File: src/rtl/mem_bus_arbiter_if.sv
// Bus bundle between the two core masters (inst, data), the arbiter and the memory port.
//   slave  : arbiter view (takes master requests and memory responses, drives m_* and master responses)
//   master : environment view (core masters and memory model)
interface mem_bus_arbiter_if;
  // instruction master
  logic [31:0] i_address;
  logic        i_read_enable;
  logic        i_wait_req;
  logic        i_valid;
  logic [31:0] i_read_data;
  // data master
  logic [31:0] d_address;
  logic [31:0] d_write_data;
  logic [3:0]  d_byte_enable;
  logic        d_read_enable;
  logic        d_write_enable;
  logic        d_wait_req;
  logic        d_valid;
  logic [31:0] d_read_data;
  // memory port
  logic [31:0] m_address;
  logic [31:0] m_write_data;
  logic [3:0]  m_byte_enable;
  logic        m_read_enable;
  logic        m_write_enable;
  logic        m_wait_req;
  logic        m_valid;
  logic [31:0] m_read_data;

  modport slave (
    input  i_address, i_read_enable,
    output i_wait_req, i_valid, i_read_data,
    input  d_address, d_write_data, d_byte_enable, d_read_enable, d_write_enable,
    output d_wait_req, d_valid, d_read_data,
    output m_address, m_write_data, m_byte_enable, m_read_enable, m_write_enable,
    input  m_wait_req, m_valid, m_read_data
  );

  modport master (
    output i_address, i_read_enable,
    input  i_wait_req, i_valid, i_read_data,
    output d_address, d_write_data, d_byte_enable, d_read_enable, d_write_enable,
    input  d_wait_req, d_valid, d_read_data,
    input  m_address, m_write_data, m_byte_enable, m_read_enable, m_write_enable,
    output m_wait_req, m_valid, m_read_data
  );
endinterface

File: src/rtl/mem_bus_arbiter.sv
// Two-master (inst/data) to one-slave memory bus arbiter.
// Requests are forwarded combinationally under round-robin arbitration with a
// grant lock while the memory stalls; an in-order ID FIFO routes read responses
// back to the issuing master.
// Ports:
//   clock          rising-edge clock
//   reset_n        asynchronous active-low reset
//   bus            mem_bus_arbiter_if.slave (inst, data and memory signals)
//   protocol_error sticky flag: memory response seen with no read outstanding
module mem_bus_arbiter #(
  parameter int unsigned MAX_OUTSTANDING = 4
) (
  input  logic                 clock,
  input  logic                 reset_n,
  mem_bus_arbiter_if.slave     bus,
  output logic                 protocol_error
);

  localparam int unsigned PTR_W = (MAX_OUTSTANDING > 1) ? $clog2(MAX_OUTSTANDING) : 1;
  localparam int unsigned CNT_W = $clog2(MAX_OUTSTANDING + 1);

  localparam logic [1:0] ST_ARB    = 2'd0;
  localparam logic [1:0] ST_LOCK_I = 2'd1;
  localparam logic [1:0] ST_LOCK_D = 2'd2;

  localparam logic ID_INST = 1'b0;
  localparam logic ID_DATA = 1'b1;

  logic [1:0]                 state_q, state_d;
  logic                       last_grant_q;
  logic [PTR_W-1:0]           wr_ptr_q, rd_ptr_q;
  logic [CNT_W-1:0]           count_q;
  logic [MAX_OUTSTANDING-1:0] id_q;

  logic full, empty;
  logic i_req, d_req;
  logic gnt_i, gnt_d;
  logic m_re, m_we;
  logic accept, push, pop, head_id;

  function automatic logic [PTR_W-1:0] ptr_inc(input logic [PTR_W-1:0] p);
    return (p == PTR_W'(MAX_OUTSTANDING - 1)) ? '0 : p + PTR_W'(1);
  endfunction

  // Full check uses the registered count only, so a same-cycle response cannot unblock a read.
  assign full  = (count_q == CNT_W'(MAX_OUTSTANDING));
  assign empty = (count_q == '0);

  // Eligible requests: blocked reads do not compete for the grant.
  assign i_req = bus.i_read_enable & ~full;
  assign d_req = (bus.d_read_enable & ~full) | bus.d_write_enable;

  // Grant selection and next state.
  always_comb begin
    state_d = state_q;
    gnt_i   = 1'b0;
    gnt_d   = 1'b0;
    case (state_q)
      ST_LOCK_I: begin
        gnt_i = i_req;
        if (!i_req || !bus.m_wait_req) state_d = ST_ARB;
      end
      ST_LOCK_D: begin
        gnt_d = d_req;
        if (!d_req || !bus.m_wait_req) state_d = ST_ARB;
      end
      default: begin
        if (i_req && d_req) begin
          gnt_i = (last_grant_q == ID_DATA);
          gnt_d = (last_grant_q == ID_INST);
        end else begin
          gnt_i = i_req;
          gnt_d = d_req;
        end
        if (gnt_i && bus.m_wait_req)      state_d = ST_LOCK_I;
        else if (gnt_d && bus.m_wait_req) state_d = ST_LOCK_D;
      end
    endcase
  end

  // Forwarded request; reset masks all handshakes immediately.
  assign m_re = reset_n & (gnt_i | (gnt_d & bus.d_read_enable));
  assign m_we = reset_n & gnt_d & bus.d_write_enable;

  assign bus.m_read_enable  = m_re;
  assign bus.m_write_enable = m_we;
  assign bus.m_address      = gnt_d ? bus.d_address : bus.i_address;
  assign bus.m_write_data   = bus.d_write_data;
  assign bus.m_byte_enable  = gnt_d ? bus.d_byte_enable : 4'hF;

  assign bus.i_wait_req = ~(reset_n & gnt_i & ~bus.m_wait_req);
  assign bus.d_wait_req = ~(reset_n & gnt_d & ~bus.m_wait_req);

  assign accept = (m_re | m_we) & ~bus.m_wait_req;
  assign push   = accept & m_re;
  assign pop    = bus.m_valid & ~empty;

  // Response routing from the head of the ID FIFO.
  assign head_id     = id_q[rd_ptr_q];
  assign bus.i_valid = reset_n & pop & (head_id == ID_INST);
  assign bus.d_valid = reset_n & pop & (head_id == ID_DATA);

  assign bus.i_read_data = bus.m_read_data;
  assign bus.d_read_data = bus.m_read_data;

  // Arbiter state and last grant.
  always_ff @(posedge clock or negedge reset_n) begin
    if (!reset_n) begin
      state_q      <= ST_ARB;
      last_grant_q <= ID_DATA;
    end else begin
      state_q <= state_d;
      if (accept) last_grant_q <= gnt_d;
    end
  end

  // ID FIFO: pointers wrap modulo depth, count tracks occupancy separately.
  always_ff @(posedge clock or negedge reset_n) begin
    if (!reset_n) begin
      wr_ptr_q <= '0;
      rd_ptr_q <= '0;
      count_q  <= '0;
      id_q     <= '0;
    end else begin
      if (push) begin
        id_q[wr_ptr_q] <= gnt_d;
        wr_ptr_q       <= ptr_inc(wr_ptr_q);
      end
      if (pop) rd_ptr_q <= ptr_inc(rd_ptr_q);
      case ({push, pop})
        2'b10:   count_q <= count_q + CNT_W'(1);
        2'b01:   count_q <= count_q - CNT_W'(1);
        default: count_q <= count_q;
      endcase
    end
  end

  // Sticky error on an unsolicited response.
  always_ff @(posedge clock or negedge reset_n) begin
    if (!reset_n) begin
      protocol_error <= 1'b0;
    end else if (bus.m_valid && empty) begin
      protocol_error <= 1'b1;
    end
  end

endmodule

File: src/flat_wrapper.sv
// flat-port wrapper written by rule: the top's interface ports become plain ports
module mem_bus_arbiter_flat 
#(
  parameter int unsigned MAX_OUTSTANDING = 4
)
  (clock, reset_n, protocol_error, bus_i_address, bus_i_read_enable, bus_i_wait_req, bus_i_valid, bus_i_read_data, bus_d_address, bus_d_write_data, bus_d_byte_enable, bus_d_read_enable, bus_d_write_enable, bus_d_wait_req, bus_d_valid, bus_d_read_data, bus_m_address, bus_m_write_data, bus_m_byte_enable, bus_m_read_enable, bus_m_write_enable, bus_m_wait_req, bus_m_valid, bus_m_read_data);
  mem_bus_arbiter_if bus_i ();
  input  logic clock;
  input  logic reset_n;
  output logic protocol_error;
  input wire logic [$bits(bus_i.i_address)-1:0] bus_i_address;
  input wire logic [$bits(bus_i.i_read_enable)-1:0] bus_i_read_enable;
  output wire logic [$bits(bus_i.i_wait_req)-1:0] bus_i_wait_req;
  output wire logic [$bits(bus_i.i_valid)-1:0] bus_i_valid;
  output wire logic [$bits(bus_i.i_read_data)-1:0] bus_i_read_data;
  input wire logic [$bits(bus_i.d_address)-1:0] bus_d_address;
  input wire logic [$bits(bus_i.d_write_data)-1:0] bus_d_write_data;
  input wire logic [$bits(bus_i.d_byte_enable)-1:0] bus_d_byte_enable;
  input wire logic [$bits(bus_i.d_read_enable)-1:0] bus_d_read_enable;
  input wire logic [$bits(bus_i.d_write_enable)-1:0] bus_d_write_enable;
  output wire logic [$bits(bus_i.d_wait_req)-1:0] bus_d_wait_req;
  output wire logic [$bits(bus_i.d_valid)-1:0] bus_d_valid;
  output wire logic [$bits(bus_i.d_read_data)-1:0] bus_d_read_data;
  output wire logic [$bits(bus_i.m_address)-1:0] bus_m_address;
  output wire logic [$bits(bus_i.m_write_data)-1:0] bus_m_write_data;
  output wire logic [$bits(bus_i.m_byte_enable)-1:0] bus_m_byte_enable;
  output wire logic [$bits(bus_i.m_read_enable)-1:0] bus_m_read_enable;
  output wire logic [$bits(bus_i.m_write_enable)-1:0] bus_m_write_enable;
  input wire logic [$bits(bus_i.m_wait_req)-1:0] bus_m_wait_req;
  input wire logic [$bits(bus_i.m_valid)-1:0] bus_m_valid;
  input wire logic [$bits(bus_i.m_read_data)-1:0] bus_m_read_data;
  assign bus_i.i_address = bus_i_address;
  assign bus_i.i_read_enable = bus_i_read_enable;
  assign bus_i_wait_req = bus_i.i_wait_req;
  assign bus_i_valid = bus_i.i_valid;
  assign bus_i_read_data = bus_i.i_read_data;
  assign bus_i.d_address = bus_d_address;
  assign bus_i.d_write_data = bus_d_write_data;
  assign bus_i.d_byte_enable = bus_d_byte_enable;
  assign bus_i.d_read_enable = bus_d_read_enable;
  assign bus_i.d_write_enable = bus_d_write_enable;
  assign bus_d_wait_req = bus_i.d_wait_req;
  assign bus_d_valid = bus_i.d_valid;
  assign bus_d_read_data = bus_i.d_read_data;
  assign bus_m_address = bus_i.m_address;
  assign bus_m_write_data = bus_i.m_write_data;
  assign bus_m_byte_enable = bus_i.m_byte_enable;
  assign bus_m_read_enable = bus_i.m_read_enable;
  assign bus_m_write_enable = bus_i.m_write_enable;
  assign bus_i.m_wait_req = bus_m_wait_req;
  assign bus_i.m_valid = bus_m_valid;
  assign bus_i.m_read_data = bus_m_read_data;
  mem_bus_arbiter #(.MAX_OUTSTANDING(MAX_OUTSTANDING)) u_core (.clock(clock), .reset_n(reset_n), .bus(bus_i), .protocol_error(protocol_error));
endmodule
File: config.mk
export PLATFORM = sky130hd
export DESIGN_NAME = mem_bus_arbiter_flat
export DESIGN_NICKNAME = d
export VERILOG_FILES = /design/src/rtl/mem_bus_arbiter_if.sv /design/src/rtl/mem_bus_arbiter.sv /design/src/flat_wrapper.sv
export SDC_FILE = /design/constraint.sdc
export NUM_CORES = 1
export LEC_CHECK = 0
export ABC_AREA = 0
export CORE_AREA = 2 2 108 110
export DETAILED_ROUTE_END_ITERATION = 7
export DIE_AREA = 0 0 110 112
export PLACE_DENSITY_LB_ADDON = 0.08
export REMOVE_ABC_BUFFERS = 1
export SKIP_CTS_REPAIR_TIMING = 1
export SYNTH_ARGS = -nofsm -noshare
export SYNTH_HDL_FRONTEND = slang
export SYNTH_SLANG_ARGS = --single-unit
File: constraint.sdc
create_clock -name clock -period 4.1 [get_ports clock]
set_input_delay 0.82 -clock clock [delete_from_list [all_inputs] [get_ports clock]]
set_output_delay 0.82 -clock clock [all_outputs]
set_load 0.01 [all_outputs]
==> key figures <==
Status
  – Status: complete, no violations

Run
  – Max_cap viols: 0

Die
  – Die area: 0.0123 sq mm
  – Die H: about 110 um
  – Initial Util: 19.2%
  – Die Width: about 110 um
  – # IOs: 278
  – # rows: 39
  – Core Area: 0.0112 sq mm

Place
  – Dpl ws: 0.365 ns
  – Placer Congestion: 0.859
  – DP HPWL: 11.8 mm
  – Port bufs: ~120
  – Placed Area: 0.00277 sq mm

Hold path
  – HP Class: flop to flop

Setup path
  – Critical Path RT: 3.28 ns
  – Critical path fanouts, max: 17
  – Element type at the critical path end: output port
  – Arr. time, crit path: 2.90 ns
  – Setup CP Type: primary input to output port
  – Startpoint types: primary input

Routing
  – Met2 routed WL: between 5 and 6 mm
  – Detail Route Antenna Nets: 0
  – WL met1: 3.79 mm
  – Metal3 WL: 3.57 mm
  – Via count: 1775
  – DRT iter0 DRCs: 69
  – Drt first pass iters: 4
  – Residual DRC: 0
  – Total Routed Length: ~13 mm
  – Vias/cell: roughly 4.5
  – Wire per inst: about 33 um
  – Top layer in use: met5

Timing
  – Worst-margin pin slew: about 0.47 ns
  – Fmax: 269 MHz
  – Hold Slack: 0.453 ns
  – Clock skew: around 0.0033 ns
  – Hold violation count in the final report: 0
  – Fin crit share: 90.6%
  – RSZ-0062 raised after global routing: no
  – Max Slew Vio Count: 0
  – Worst setup margin: 0.384 ns
  – Worst slew margin: around two thirds
  – Final min period: approximately 3.7 ns
  – Final Setup Violations: 0
  – Setup TNS: 0 ns

Synth
  – EDFF count, synth: 0
  – Ys async rst share: between 90% and 100%
  – Most used flip-flop cell after synthesis: dfrtp_1
  – Post-Syn Area: 0.00214 sq mm
  – Post-synthesis register bit count: 15
  – YS warnings: 0
  – Syn_area_per_cell: 9.36 sq um
  – Syn Inst Count: 229
  – Count of different cell masters after synthesis: 40
  – Seq/Total Area, Yosys: around 18%

Clock tree
  – H-tree depth: 1
  – CTS buffer count: 3
  – Worst-Skew Late Latency: 0.25 ns
  – Buffer depth of the longest clock path: 2
  – Root buf cell: clkbuf_16
  – Reg clk slew, reported paths: 0.05 ns
  – CTS Sinks: 15
  – CTS tree: yes

GRT
  – Grt ovf: 0
  – Vias in the first global route: about 2000
  – Wire length of the first global-routing pass: 16.9 mm
  – Largest net degree at the start of global routing: 20
  – Initial antenna violation count: 0
  – GRT Overall Usage: between 20% and 30%

Power and ir drop
  – Overall Power: ~1.9 mW
  – PwrDens: 667 mW/mm^2
  – VDD IR-drop max: 0.000284 V
  – P_leak: 1.10 nW

Final layout
  – Nets: 402
  – Layout area overhead: 32.7%
  – Final Instance Area: 0.00285 sq mm
  – Fraction of layout instances using a drive strength above 1: 20.6%
  – # diodes: 0
  – Fill cells: 1216
kinds of logic (layout without fill, tap and decap cells):
family / after synthesis / count (layout) / synth area share (%)
DFF: 15 / 15 / 17.6
adders and majority gates: 9 / 9 / 5.60
xor gates and xnor gates: 3 / 3 / 1.23
and+or+nand+nor: 34 / 34 / 9.80
buffers and inverters: 108 / 132 / 37.2
AOI/OAI and AO/OA: 23 / 23 / 8.34
muxes: 37 / 37 / 20.3
registers in the layout, summed over array words and instances (netlist names):
name and cells:
u_core.id_q 4, u_core.protocol_error 1, u_core.wr_ptr_q 2, u_core.rd_ptr_q 2
u_core.last_grant_q 1, u_core.state_q 2, u_core.count_q 3
power by group:
| group | switching, mW | internal [mW] |
|---|---|---|
| logic | 0.604 | 0.808 |
| registers | 0.0691 | 0.225 |
| clock network | 0.0604 | 0.132 |
| total | 0.734 | 1.16 |
path summary, 6_finish.rpt:
kind	startpoint	to	slack (ns)	cells past startpoint
max	bus_d_read_enable	bus_m_address[4]	0.38	6
min	u_core.protocol_error	u_core.protocol_error	0.45	1
max reg2reg	u_core.count_q[1]	u_core.count_q[2]	1.21	10
min reg2reg	u_core.protocol_error	u_core.protocol_error	0.45	1
max in group asynchronous	reset_n	u_core.last_grant_q	2.87	2
min in group asynchronous	reset_n	u_core.wr_ptr_q[0]	0.96	2
worst max-delay path, cell delays in order:
cell and delay, ns:
clkdlybuf4s50_1 0.61, a21oi_4 0.17, nor2_8 0.15, buf_4 0.25, mux2_2 0.37, clkdlybuf4s50_1 0.51
metrics by stage:
stage          util (%)  cells
6_report           25.5    396
5_1_grt            25.5    396
4_1_cts            25.5    396
2_1_floorplan         -    128
3_5_place_dp       24.8    392
3_3_place_gp       24.8    392
metal layers:
layer | vias up | global-route usage [%]
met4 | 2 | 2.87
met2 | 241 | 29.9
met3 | 12 | 26.6
met5 | - | 3.36
li1 | 726 | -
met1 | 794 | 17.3
synth_stat cells (2+ instances only):
cell type,number,area share (%)
and3_1,3,0.88
o21ai_1,4,0.93
ha_1,8,4.7
mux2_2,33,17
mux2_4,2,1.4
xor2_1,2,0.82
nor2_1,5,0.88
o2111ai_1,2,0.82
buf_6,4,2.1
or3_1,4,1.2
nand2_1,9,1.6
dfrtp_1,14,16
a22o_1,3,1.2
o21ai_2,2,0.82
buf_4,96,34
nand3b_1,2,0.70
inv_1,7,1.2
nor2b_1,2,0.58
o21ai_0,6,1.4
layout make-up:
type                            count  area, sq um  share of cell area [%]
Inverter                            7         26.3                   0.923
Sequential cell                    15          377                    13.2
Multi-Input combinational cell    106          971                    34.1
Timing Repair Buffer              121         1210                    42.7
Clock buffer                        4         78.8                    2.77
Tap cell                          143          179                    6.29
placed cells by master, fill, tap and decap left out, types with 3 or more instances in the layout:
cell type,netlist,routed
clkdlybuf4s50_1,0,117
mux2_2,33,33
dfrtp_1,14,14
nand2_1,9,9
ha_1,8,8
inv_1,7,7
o21ai_0,6,6
nor2_1,5,5
or3_1,4,4
o21ai_1,4,4
and3_1,3,3
a22o_1,3,3
clkbuf_16,0,3
buf_4,96,3
No activity file was read; power rests on OpenSTA's default activity.
